$ cat src/rtl/gfx_pkg.sv
// rtl/gfx_pkg.sv - shared sprite entry record and commit FSM encoding
//
// Purpose : types shared by sprite_bank and sprite_entry_ram.
//           spr_entry_t is sized for the widest supported coordinate. Narrower
//           instances keep the unused upper bits at zero, and synthesis trims
//           those bits as constant flops.
// Ports   : none (package)
package gfx_pkg;

    localparam int SPR_X_MAX_W = 16;
    localparam int SPR_Y_MAX_W = 16;

    typedef struct packed {
        logic [SPR_X_MAX_W-1:0] x;
        logic [SPR_Y_MAX_W-1:0] y;
        logic                   vis;
        logic                   attr;
        logic                   pos;
    } spr_entry_t;

    localparam int SPR_ENTRY_W = $bits(spr_entry_t);

    typedef enum logic {
        ST_IDLE   = 1'b0,
        ST_COMMIT = 1'b1
    } spr_state_t;

endpackage

$ cat src/rtl/sprite_entry_ram.sv
// rtl/sprite_entry_ram.sv - flop-based sprite entry array, one write port, one read port
//
// Purpose : holds DEPTH sprite entries. The array resets to zero asynchronously,
//           so a reset during a commit leaves no partially copied frame behind.
// Ports   : clk, reset (async, active-low)
//           we/waddr/wdata : synchronous write of one entry
//           clr_vis        : zero every vis bit. A same-cycle write lands on top.
//           raddr/rdata    : combinational read
module sprite_entry_ram
    import gfx_pkg::*;
#(
    parameter int DEPTH  = 64,
    parameter int ADDR_W = 6
) (
    input  logic                   clk,
    input  logic                   reset,
    input  logic                   we,
    input  logic [ADDR_W-1:0]      waddr,
    input  logic [SPR_ENTRY_W-1:0] wdata,
    input  logic                   clr_vis,
    input  logic [ADDR_W-1:0]      raddr,
    output logic [SPR_ENTRY_W-1:0] rdata
);

    spr_entry_t mem_q [DEPTH];
    spr_entry_t mem_d [DEPTH];

    always_comb begin
        for (int i = 0; i < DEPTH; i++) begin
            mem_d[i] = mem_q[i];
            if (clr_vis) begin
                mem_d[i].vis = 1'b0;
            end
            if (we && (waddr == ADDR_W'(i))) begin
                mem_d[i] = spr_entry_t'(wdata);
            end
        end
    end

    always_ff @(posedge clk or negedge reset) begin
        if (!reset) begin
            for (int i = 0; i < DEPTH; i++) begin
                mem_q[i] <= '0;
            end
        end else begin
            for (int i = 0; i < DEPTH; i++) begin
                mem_q[i] <= mem_d[i];
            end
        end
    end

    assign rdata = mem_q[raddr];

endmodule

$ cat src/rtl/sprite_bank.sv
// rtl/sprite_bank.sv - double-buffered sprite attribute bank with vsync commit
//
// Purpose : the CPU writes the shadow array at any time outside a commit.
//           A rising edge on vsync copies shadow into the active array, one
//           entry per cycle. Video reads the active array through a registered
//           read port.
// Ports   : clk, reset (async, active-low)
//           wr_valid/wr_ready/wr_sel/wr_x/wr_y/wr_vis/wr_attr/wr_pos : shadow write
//           vsync, rd_sel -> rd_x/rd_y/rd_vis/rd_attr/rd_pos         : video side
//           commit_busy, commit_done (pulse), overrun (sticky)       : status
//           clr_all : clear all shadow vis bits (only with SPRITE_BANK_CLR_EN)
// Options : define SPRITE_BANK_CLR_EN to add the clr_all port and the clear logic.
module sprite_bank
    import gfx_pkg::*;
#(
    parameter  int NUM_SPR = 64,
    parameter  int X_W     = 10,
    parameter  int Y_W     = 9,
    localparam int SEL_W   = (NUM_SPR > 1) ? $clog2(NUM_SPR) : 1
) (
    input  logic             clk,
    input  logic             reset,
    input  logic             wr_valid,
    output logic             wr_ready,
    input  logic [SEL_W-1:0] wr_sel,
    input  logic [X_W-1:0]   wr_x,
    input  logic [Y_W-1:0]   wr_y,
    input  logic             wr_vis,
    input  logic             wr_attr,
    input  logic             wr_pos,
    input  logic             vsync,
    input  logic [SEL_W-1:0] rd_sel,
`ifdef SPRITE_BANK_CLR_EN
    input  logic             clr_all,
`endif
    output logic [X_W-1:0]   rd_x,
    output logic [Y_W-1:0]   rd_y,
    output logic             rd_vis,
    output logic             rd_attr,
    output logic             rd_pos,
    output logic             commit_busy,
    output logic             commit_done,
    output logic             overrun
);

    spr_state_t       state_q, state_d;
    logic [SEL_W-1:0] idx_q, idx_d;
    logic             vsync_q, vsync_d;
    logic             commit_done_q, commit_done_d;
    logic             overrun_q, overrun_d;
    logic [X_W-1:0]   rd_x_q, rd_x_d;
    logic [Y_W-1:0]   rd_y_q, rd_y_d;
    logic             rd_vis_q, rd_vis_d;
    logic             rd_attr_q, rd_attr_d;
    logic             rd_pos_q, rd_pos_d;

    logic                   vsync_rise;
    logic                   sh_we;
    logic                   act_we;
    logic                   clr_fire;
    spr_entry_t             wr_entry;
    logic [SPR_ENTRY_W-1:0] sh_rd;
    logic [SPR_ENTRY_W-1:0] act_rd;
    spr_entry_t             act_rd_entry;
    logic                   unused_rd_hi;

    assign vsync_rise = vsync && !vsync_q;

`ifdef SPRITE_BANK_CLR_EN
    assign clr_fire = clr_all && (state_q == ST_IDLE);
`else
    assign clr_fire = 1'b0;
`endif

    // State register
    always_ff @(posedge clk or negedge reset) begin
        if (!reset) begin
            state_q       <= ST_IDLE;
            idx_q         <= '0;
            vsync_q       <= 1'b0;
            commit_done_q <= 1'b0;
            overrun_q     <= 1'b0;
            rd_x_q        <= '0;
            rd_y_q        <= '0;
            rd_vis_q      <= 1'b0;
            rd_attr_q     <= 1'b0;
            rd_pos_q      <= 1'b0;
        end else begin
            state_q       <= state_d;
            idx_q         <= idx_d;
            vsync_q       <= vsync_d;
            commit_done_q <= commit_done_d;
            overrun_q     <= overrun_d;
            rd_x_q        <= rd_x_d;
            rd_y_q        <= rd_y_d;
            rd_vis_q      <= rd_vis_d;
            rd_attr_q     <= rd_attr_d;
            rd_pos_q      <= rd_pos_d;
        end
    end

    // Next-state logic
    always_comb begin
        state_d       = state_q;
        idx_d         = idx_q;
        vsync_d       = vsync;
        commit_done_d = 1'b0;
        overrun_d     = overrun_q;
        case (state_q)
            ST_IDLE: begin
                if (vsync_rise) begin
                    state_d = ST_COMMIT;
                    idx_d   = '0;
                end
            end
            ST_COMMIT: begin
                // A new frame boundary during a commit cannot be honoured.
                // It is flagged and then dropped.
                if (vsync_rise) begin
                    overrun_d = 1'b1;
                end
                if (idx_q == SEL_W'(NUM_SPR - 1)) begin
                    state_d       = ST_IDLE;
                    idx_d         = '0;
                    commit_done_d = 1'b1;
                end else begin
                    idx_d = idx_q + SEL_W'(1);
                end
            end
            default: begin
                state_d = ST_IDLE;
            end
        endcase

        // The active array is read before this cycle's copy lands, so an entry
        // being copied right now still returns its old value.
        rd_x_d    = act_rd_entry.x[X_W-1:0];
        rd_y_d    = act_rd_entry.y[Y_W-1:0];
        rd_vis_d  = act_rd_entry.vis;
        rd_attr_d = act_rd_entry.attr;
        rd_pos_d  = act_rd_entry.pos;
    end

    // Output logic
    always_comb begin
        wr_ready    = (state_q == ST_IDLE);
        commit_busy = (state_q == ST_COMMIT);
        sh_we       = wr_valid && (state_q == ST_IDLE);
        act_we      = (state_q == ST_COMMIT);

        wr_entry            = '0;
        wr_entry.x[X_W-1:0] = wr_x;
        wr_entry.y[Y_W-1:0] = wr_y;
        wr_entry.vis        = wr_vis;
        wr_entry.attr       = wr_attr;
        wr_entry.pos        = wr_pos;
    end

    sprite_entry_ram #(
        .DEPTH  (NUM_SPR),
        .ADDR_W (SEL_W)
    ) u_shadow (
        .clk     (clk),
        .reset   (reset),
        .we      (sh_we),
        .waddr   (wr_sel),
        .wdata   (wr_entry),
        .clr_vis (clr_fire),
        .raddr   (idx_q),
        .rdata   (sh_rd)
    );

    sprite_entry_ram #(
        .DEPTH  (NUM_SPR),
        .ADDR_W (SEL_W)
    ) u_active (
        .clk     (clk),
        .reset   (reset),
        .we      (act_we),
        .waddr   (idx_q),
        .wdata   (sh_rd),
        .clr_vis (1'b0),
        .raddr   (rd_sel),
        .rdata   (act_rd)
    );

    assign act_rd_entry = spr_entry_t'(act_rd);

    // The upper coordinate bits are always zero when X_W/Y_W are narrower than
    // the record. They are folded into this sink so the read path stays fully
    // consumed.
    assign unused_rd_hi = ^act_rd_entry;

    assign rd_x        = rd_x_q;
    assign rd_y        = rd_y_q;
    assign rd_vis      = rd_vis_q;
    assign rd_attr     = rd_attr_q;
    assign rd_pos      = rd_pos_q;
    assign commit_done = commit_done_q;
    assign overrun     = overrun_q;

endmodule

$ cat config.mk
export PLATFORM = sky130hd
export DESIGN_NAME = sprite_bank
export DESIGN_NICKNAME = d
export VERILOG_FILES = /design/src/rtl/gfx_pkg.sv /design/src/rtl/sprite_entry_ram.sv /design/src/rtl/sprite_bank.sv
export SDC_FILE = /design/constraint.sdc
export NUM_CORES = 2
export LEC_CHECK = 0
export BUFFER_PORTS_ARGS = -buffer_cell sky130_fd_sc_hd__buf_4
export CORE_MARGIN = 2
export CORE_UTILIZATION = 55
export DETAILED_ROUTE_END_ITERATION = 16
export GPL_ROUTABILITY_DRIVEN = 0
export PLACE_DENSITY = 0.73
export SYNTH_ARGS = -nofsm -noshare
export SYNTH_HDL_FRONTEND = slang
export SYNTH_SLANG_ARGS = --single-unit
$ cat constraint.sdc
create_clock -name clk -period 4.5 [get_ports clk]
set_input_delay 0.9 -clock clk [delete_from_list [all_inputs] [get_ports clk]]
set_output_delay 0.9 -clock clk [all_outputs]
set_load 0.03 [all_outputs]
# After elaboration in Yosys (flattened, before gate mapping)

Cells that the tools add are included.

Register bits: 3680
Input bits: 38
Output and inout port bits: 26
Logic and storage cells: 931

Add/subtract/negate cells: 1
Order comparisons: 2
Eq/ne operators: 127
Multiplexer cells: 14
Bitwise gates (word level): 3
Reduce and logical (&&, ||, !) cells: 134

Operator list:

| operator                                                              | count |
|---|---|
| 35-bit binary-select mux with 6-bit select                            | 2 |
| 6-bit equality test, second input constant                            | 64 |
| 6-bit by 5-bit equality test with 1-bit output, second input constant | 32 |
| 1-bit logical AND                                                     | 130 |
| 6-bit by 4-bit equality test with 1-bit output, second input constant | 16 |
| 35-bit two-way mux                                                    | 2 |
| 29-bit two-way mux                                                    | 2 |
| 6-bit by 3-bit equality test with 1-bit output, second input constant | 8 |
| 6-bit by 2-bit equality test with 1-bit output, second input constant | 4 |
| 7-bit >= comparator, second input constant                            | 2 |
| 6-bit NOT with 7-bit output                                           | 2 |
| 6-bit by 1-bit equality test with 1-bit output, second input constant | 2 |
| 6-bit logical NOT                                                     | 2 |
| 6-bit two-way mux                                                     | 2 |
| 6-bit one-hot mux with 2 select lines                                 | 1 |
| 6-bit by 1-bit adder with 6-bit output, second input constant         | 1 |
| 1-bit two-way mux                                                     | 4 |
| 2-bit by 1-bit != test with 1-bit output, second input constant       | 1 |
| 1-bit one-hot mux with 2 select lines                                 | 1 |
| 2-bit AND reduction                                                   | 1 |
| 1-bit logical NOT                                                     | 1 |
| 1-bit NOT                                                             | 1 |

# Logic depth before layout (Yosys ltp)

Word-level depth: 4
Depth in mapped cells: 12
Gate-level depth less buffers: 6

# Modules after synthesis

Synthesis repeated with hierarchy kept, for this count alone.

Cells, all modules: 13015
Area total of the unflattened synthesis: 202945.9 um2

Modules (own cells, without submodules):

| module                       | instances | cells each | area an instance (um2) | sequential area each (um2) |
|---|---|---|---|---|
| sprite_entry_ram at u_shadow | 1         | 6474       | 100950.6               | 56053.8 |
| sprite_entry_ram at u_active | 1         | 6474       | 100939.3               | 56053.8 |
| sprite_bank                  | 1         | 67         | 1056.0                 | 800.8 |

# Worst setup path before layout

Ideal clock, no wire load.

Path type: input -> register
From: input rd_sel[2]
To: register rd_x_q[3], in the netlist rd_x[3]
Library setup time: 0.123 ns
Arrival time: 2.749 ns
Required time: 4.377 ns
Setup slack: 1.628 ns
Stages on the path: 8
Path buffers: 4
Cells stage by stage: clkbuf_1 -> clkbuf_1 -> buf_2 -> clkbuf_1 -> mux4_2 -> mux2_2 -> o221ai_1 -> nor2_1

Word-level cells in the longest chain between the ends: 4

RTL lines:

| what                                                  | RTL line               | RTL |
|---|---|---|
| start, declared                                       | sprite_bank.sv:32      | `input logic [SEL_W-1:0] rd_sel,` |
| 6-bit NOT with 7-bit output (implied by the code)     | sprite_entry_ram.sv:52 | `assign rdata = mem_q[raddr];` |
| 35-bit binary-select mux with 6-bit select            | sprite_entry_ram.sv:52 |  |
| 29-bit two-way mux (implied by the code) (2 in a row) | sprite_entry_ram.sv:52 |  |
| net act_rd[22]                                        | sprite_bank.sv:63      | `logic [SPR_ENTRY_W-1:0] act_rd;` |
| end signal, assigned                                  | sprite_bank.sv:94      | `rd_x_q <= rd_x_d;` |
| end, declared                                         | sprite_bank.sv:51      | `logic [X_W-1:0] rd_x_q, rd_x_d;` |

The timed path passes the listed nets, and every way through them passes these cells. The select of a mux whose other input is x is not followed.
A chain may end at the register's enable or synchronous reset.

# Final worst setup path

From: register idx_q[0]
To: register u_active.mem_q[2126] in the netlist's numbering

Word-level cells in the longest chain between the ends: 4
Elaborated cells between the ends (all ways): 6
Classes of those cells: eq/ne (1); mux (3); bitwise (1); reduce/logical (1)

RTL lines:

| what                                                  | RTL line               | RTL |
|---|---|---|
| start, declared                                       | sprite_bank.sv:47      | `logic [SEL_W-1:0] idx_q, idx_d;` |
| start signal, assigned                                | sprite_bank.sv:90      | `idx_q <= idx_d;` |
| 6-bit NOT with 7-bit output (implied by the code)     | sprite_entry_ram.sv:52 |  |
| 35-bit binary-select mux with 6-bit select            | sprite_entry_ram.sv:52 |  |
| 35-bit two-way mux (implied by the code) (2 in a row) | sprite_entry_ram.sv:52 |  |
| end signal, assigned by index                         | sprite_entry_ram.sv:47 | `mem_q[i] <= mem_d[i];` |
| end, declared                                         | sprite_entry_ram.sv:25 | `spr_entry_t mem_q [DEPTH];` |

Several ways; a longest one is shown, not always the timed one. The select of a mux whose other input is x is not followed.

==> run metrics <==
status=finished, final reports clean; Fin Clk Skew=between 40 and 50 ps; CP dominant cell by count=buf_4; RR Endpoint=u_active.mem_q[2126]; Resized Gates After CTS=0; global-route congestion overflow total=0; Crit Path Class=reg2reg; synthesized cell area=0.127 mm^2; Wirelength per Cell=between 20 and 30 um; CTS tree=built; CP arrival=about 4600 ps; Synth Area in Compound Gates=between 8 and 9%; Vias=approximately 83000; final net count=slightly below 10000; ys flop type=dfrtp_1; Yosys top cell area share=56.1%; gr usage total=approximately 30%; clock share of power=about 32%; final slew viol count=0; top-count cell post-synth=dfrtp_1; Synth Area in Adders=less than 1%; pre-CTS setup slack=~330 ps; Crit. End Element=flip-flop; global-route wire length before repair=532000 um; Startpoint Class=flip-flop; mux cell area share after synthesis=25.1%; crit-path cells=buf_4 > mux4_2 > a22oi_1 > and4_1 > buf_4 > o21ai_0; Unique masters post-synth=49; Setup TNS Final=0 ps; Syn-to-layout area delta=10.6%; Worst-path clk slew=roughly 60 ps; worst-skew pair later-pin latency=approximately 940 ps; post-route antenna net violation count=0; TritonCTS buffer count=310; initial core utilization=around 55%; CP bufs+invs=2; RSZ-0062 raised after global routing=no; initial antenna violation count=18; ratio of routed vias to standard cells=6.36; syn nets=~10000; PortBufs=between 60 and 70; Final period util=a little under nine tenths; initial DRC count=between 8000 and 9000; DPL Wire Length=about 210000 um; Hold Path Class=in2async; Pint=roughly 51 mW; DR pass1 iterations=6; Worst Path Max Fanout=32; Crit path largest cell delay=around 870 ps; top cell type by total area after synthesis=dfrtp_1; Reg2Reg Depth=6; routed wire length=between 300000 and 400000 um; measured slew at the worst slew-check pin=~1200 ps; PwrDens=~550 mW/mm^2; Seq cells post-synth=roughly 2800; Mean Syn Cell Area=around 13 um^2; I/O pin total=64; peak supply drop=between 400 and 500 uV; die footprint=around 0.23 mm^2; post-CTS setup buffer count=0; Fmax=roughly 260 MHz; sw frac=33.9%; final setup fails=0; post-layout util=between 60% and 70%; Max Root-Sink Buffers=4; Psw=between 20 and 30 mW; die height=between 400 and 500 um; Crit path max-delay family=flip-flops; core region area=0.230 mm^2; post-synthesis xor/xnor area fraction=0%; clk sink count=~2800; # rows=approximately 180; main area contributors after synthesis=dfrtp_1 (56%), mux2_2 (13%), mux4_2 (7.9%), mux2i_1 (4.2%), a21oi_1 (3.5%); worst r2r src=idx_q[0]; Slew headroom=approximately 18%; final setup margin=approximately 660 ps; cell area after layout=0.140 mm^2; reg2reg setup slack=around 660 ps; largest net degree at the start of global routing=147; list of most frequent post-synthesis cells=dfrtp_1 (2848), mux2_2 (1455), nor2_1 (1061); sequential share of the synthesized area=56.1%; Die Wd=485 um; Fillers=~17000; WP data required=between 5000 and 6000 ps; synth warn=0; hold-fix buffers at CTS=0; Hold Slack=approximately 52 ps; P_leak=65.7 nW; async set or reset register ratio after synthesis=100%; share of layout cells above drive strength 1=a little under a third; Residual DRC=0; Synth Area in Simple Gates=roughly 6.1%; CTS root buffer=clkbuf_16; number of synthesized flops with an enable pin=0; Final min period=3840 ps; Comb power frac=about 28%; vias in the first global route=about 86000; register share of total power=about two fifths; max-cap violations=0; Post-DP Area=about 0.13 mm^2; Hold Vio Cnt, Final=0; Mapped Cells=around 10000; H-tree depth=5; Slowest-stage cell, CP=dfrtp_4; main combinational cell family by area after synthesis=multiplexers
==> power groups by stage <==
stage                     clock network [mW]  registers (mW)  logic [mW]
after floorplan                            0            30.7        15.3
after global placement                     0            31.1        20.3
after detailed placement                   0            31.4        20.9
after CTS                               25.1            31.0        21.0
after global routing                    26.2            31.4        22.5
final                                   24.8            31.0        21.2
==> cells by family after synthesis <==
kind of cell,count (synthesis)
adder cells (fa/ha/maj),4
buffers and inverters,1019
multiplexers,2442
flip-flops,2848
AND/OR/NAND/NOR,1909
AO/OA/AOI/OAI,1923
==> layout by cell type, fill, tap and decap left out, types with 10 or more instances in the layout <==
master,instances
clkbuf_8,59
nor2_4,45
mux2_2,1455
nor2_1,996
clkbuf_1,73
a21oi_1,886
mux4_2,448
dfrtp_1,2846
o22ai_1,38
nand2_1,622
buf_4,389
and4_1,35
o221ai_1,12
nand2b_1,10
o21ai_1,155
buf_12,58
a311oi_1,16
o21ai_0,314
a22oi_1,274
a211oi_1,32
mux2i_1,530
nand3_1,96
clkinv_2,38
o21ai_2,32
nor2b_1,25
nor2_2,21
a21oi_2,126
clkbuf_16,318
a221oi_1,16
o311a_1,16
bufinv_16,16
==> state kept, by name, summed over array words and instances (netlist names) <==
signal and cells:
commit_busy 1, overrun 1, rd_vis 1, u_active.mem_q 1408, rd_y 9, rd_x 10
rd_pos 1, idx_q 6, u_shadow.mem_q 1408, rd_attr 1, vsync_q 1, commit_done 1
==> worst reg2reg max path: cells and delay by family (launching register included) <==
kind | cells | cell delay (ps)
compound gates | 2 | 880
simple gates | 1 | 410
mux | 1 | 550
flops | 1 | 870
buf+inv | 2 | 940
==> layout make-up <==
cell class	count	area (um^2)	area share, %
clock buffer	449	9030	6.43
tap	3026	3790	2.70
sequential	2848	71300	50.8
timing repair buffer	451	4150	2.96
multi-input combinational	6278	51400	36.6
inverter	4	15.0	0.0107
clock inverter	64	762	0.543
antenna	3	7.51	0.00535
==> per-layer routing <==
layer | share of wire (%) | vias to the layer above | global-route usage (%)
met2 | 47 | 3220 | 47.5
met1 | 41 | 43700 | 40.2
met4 | 4.5 | 20 | 12.4
li1 | - | 35600 | -
met3 | 7.4 | 836 | 5.59
met5 | 0.039 | - | 0
==> metrics by stage <==
step           std cells  total power [mW]
2_1_floorplan      10100              46.0
3_5_place_dp       12600              52.3
4_1_cts            13100              77.0
5_1_grt            13100              80.1
3_3_place_gp       12600              51.4
6_report           13100              77.1
==> worst max-delay path by stage <==
stage	end	cells past startpoint	slack, ps	start
final	u_active.mem_q[2126]	6	660	idx_q[0]
after global routing	u_active.mem_q[2192]	5	530	idx_q[0]
after CTS	u_active.mem_q[2122]	5	770	idx_q[0]
after detailed placement	rd_attr	7	330	rd_sel[0]
after global placement	rd_attr	7	330	rd_sel[0]
after floorplan	rd_x[3]	8	1630	rd_sel[2]
Note: power is estimated with default switching activity, not from simulation.
